==> config.mk <==
export PLATFORM = sky130hd
export DESIGN_NAME = sat_counter
export DESIGN_NICKNAME = d
export VERILOG_FILES = /design/src/rtl/lamp_sequence_checker_sat_counter.sv
export SDC_FILE = /design/constraint.sdc
export NUM_CORES = 1
export LEC_CHECK = 0
export ABC_AREA = 1
export BUFFER_PORTS_ARGS = -buffer_cell sky130_fd_sc_hd__buf_2
export CELL_PAD_IN_SITES_DETAIL_PLACEMENT = 1
export CELL_PAD_IN_SITES_GLOBAL_PLACEMENT = 1
export CORE_MARGIN = 4
export CORE_UTILIZATION = 35
export DETAILED_ROUTE_END_ITERATION = 10
export PLACE_DENSITY_LB_ADDON = 0.05
export SLEW_MARGIN = 20
export SYNTH_ARGS = -nofsm -noshare
export SYNTH_HDL_FRONTEND = slang
export SYNTH_SLANG_ARGS = --single-unit
==> constraint.sdc <==
create_clock -name clk -period 3.6 [get_ports clk]
set_clock_uncertainty 0.2 [all_clocks]
set_input_delay 0.36 -clock clk [delete_from_list [all_inputs] [get_ports clk]]
set_output_delay 0.36 -clock clk [all_outputs]
set_load 0.05 [all_outputs]
==> src/rtl/lamp_sequence_checker_sat_counter.sv <==
// Saturating up-counter: holds at all-ones, cleared only by synchronous reset.
module sat_counter #(
  parameter int CNT_W = 8
) (
  input  logic             clk,
  input  logic             rst,
  input  logic             inc,
  output logic [CNT_W-1:0] count
);

  logic [CNT_W-1:0] count_q;

  always_ff @(posedge clk) begin
    if (rst) begin
      count_q <= '0;
    end else if (inc && (count_q != {CNT_W{1'b1}})) begin
      count_q <= count_q + {{(CNT_W-1){1'b0}}, 1'b1};
    end
  end

  assign count = count_q;

endmodule

==> impl_results.md <==
* Status: completed
* First-pass GRT wire length at 1930 um
* CP Launch Type: flip-flop
* Max Fclk at 631 MHz
* Final hold slack at approximately 180 ps
* Vias in the first global route at 465
* Total CTS buffers at 3
* Seq/Total Area, Yosys at roughly 33%
* CTS tree: done
* Fill cells at 193
* Area of the multi-input gates at about 260 um2
* DR pass1 iterations at 2
* Worst rel slew slack at roughly 84%
* Fin crit share at 44.0%
* VDD IR max at around 0.16 mV
* Most common cell after layout, fill and taps aside: nand2_1
* Worst endpoint required time at 3040 ps
* CTS Root Cell: clkbuf_4
* Unrepaired setup endpoints after global routing: false
* Starting DRT DRC Count at 2
* Largest net degree at the start of global routing at 13
* Grt total ovfl at 0
* GRT busiest layer: met2
* FF/Latch Area at around 160 um2
* Largest register FFs at 8
* Setup tns final at 0 ps
* Reg2reg path depth at 6
* Row cnt at 13
* Die area at 2040 um2
* Mean number of vias per cell at between 4 and 5
* Synthesized cell area at around 480 um2
* Drt total wl at 1150 um
* Layout area overhead at 15.0%
* Wire per inst at between 10 and 15 um
* Leakage at between 0.2 and 0.3 nW
* Share of cells above drive strength 1 at between 20% and 30%
* Post-CTS Setup Inserts at 0
* Worst setup endpoint: count[3]
* Class of the worst hold path: input port to flip-flop
* WP depth at 1
* # diodes at 0
* CP max stage cell: dfxtp_1
* Slew Limit Fails at 0
* Max incr delay on CP at between 400 and 500 ps
* Crit path cell chain: buf_2
* Worst r2r dst: count[1]$_SDFFE_PP0P_
* Port buffer count at 10
* Max-capacitance violation count at 0
* Final ANT Viol Nets at 0
* Gate count of the mapped netlist at 77
* CP Buf/Inv Count at 1
* Final Hold Vio Count at 0
* Most frequent cells in the layout: nand2_1, nor2_1, buf_2
* Syn Nets at 81
* Met2 Use GR at about a fifth
* Crit-path max FO at 7
* Least-Margin Pin Slew at 246 ps
* Final instance area at between 500 and 600 um2
* Fin crit period at around 1600 ps
* Crit. Startpoint: count[3]$_SDFFE_PP0P_
* I/O pins at 11
* Post-route insts no fill at between 100 and 150
* Clock Tree Buf Depth at 2
* GRT Resource Usage Total at 13.3%
* Die span in x at between 40 and 50 um
* CP delay by family, top: flip-flops
* Placed insts at 100
* H-tree levels at 1
* Clock-pin transition on the worst setup and hold timing paths at 60 ps
* Global-route track usage on met3 at between 2 and 3%
* Die height at between 40 and 50 um
* Sink Count at 8
* RR Startpoint: count[0]$_SDFFE_PP0P_
* Number of distinct library cells after synthesis at 15
* Met1 Use GR at between 15 and 20%
* Flops & latches, synth at 8
* Via count at around 490
* Setup violators final at 0
* CTS Hold Bufs at 0
* Power per cell area at ~340 nW/um2
* Core Box Area at ~1300 um2
* Worst path arrival time at roughly 1000 ps
* Remaining DRCs at 0
* Clk_lat worst skew at 260 ps
* DP Area at between 500 and 600 um2
* Layout Nets at between 90 and 100
* Final GP Congestion at just over 0.7
* Tot Pwr at around 190 uW
* DP Wirelength at just under 900 um
* Initial antenna violation count at 0
* R2R setup slack at ~2100 ps
* Initial Utilization at 37.2%
* Crit path capture type: primary output
* Crit path kind: flip-flop to primary output
* Avg Inst Size Synth at 6.29 um2
* Synth Warn # at 0
* Post-cts resize count at 0
-- metal layers --
layer,vias to the layer above,wire (um)
met5,-,0
met4,0,13
met3,2,41
met2,4,515
met1,223,575
li1,259,-
-- metrics by stage --
stage,worst slack [ps],util (%)
detailed placement,2100,41.1
floorplan,1800,-
global placement,2160,41.1
finish,2010,42.8
global route,1960,42.8
CTS,2000,42.8
-- worst min path at each step --
stage / from / slack, ps / depth (start not counted) / endpoint
3_3_place_gp: count[6]$_SDFFE_PP0P_ / 270 / 2 / count[6]$_SDFFE_PP0P_
3_5_place_dp: count[6]$_SDFFE_PP0P_ / 270 / 2 / count[6]$_SDFFE_PP0P_
6_report: rst / 180 / 4 / count[2]$_SDFFE_PP0P_
2_1_floorplan: rst / 320 / 3 / count[2]$_SDFFE_PP0P_
4_1_cts: rst / 180 / 4 / count[2]$_SDFFE_PP0P_
5_1_grt: rst / 220 / 4 / count[2]$_SDFFE_PP0P_
-- cells by family (layout without fill, tap and decap cells) --
logic type / Yosys count / after routing / synth area share, %
AOI/OAI and AO/OA: 7 / 7 / 7.23
adders and majority gates: 1 / 1 / 2.58
buffers and inverters: 13 / 24 / 12.4
DFF: 8 / 8 / 33.1
and+or+nand+nor: 48 / 48 / 44.7
-- layout make-up --
class / count / area share [%]
tap: 15 / 3.37
sequential: 8 / 28.8
multi-input combinational: 56 / 47.4
timing repair buffer: 10 / 8.99
inverter: 11 / 7.42
clock buffer: 3 / 4.04
-- power breakdown --
group	switching [mW]	total (mW)	internal, mW
clock network	0.0353	0.0738	0.0385
registers	0.00295	0.0936	0.0907
logic	0.0158	0.0228	0.00699
-- cell usage after synthesis --
cell / number / area, um2
buf_4: 1 / 7.51
nand2_2: 1 / 6.26
o21ai_1: 1 / 5.00
nand3b_2: 1 / 11.3
nand2_1: 20 / 75.1
dfxtp_1: 8 / 160
nand3_1: 7 / 35.0
ha_1: 1 / 12.5
buf_6: 1 / 11.3
inv_1: 9 / 33.8
a21oi_1: 6 / 30.0
nor2_2: 2 / 12.5
inv_2: 2 / 7.51
nand3_2: 2 / 20.0
nor2_1: 15 / 56.3
No activity file was read; power rests on OpenSTA's default activity.
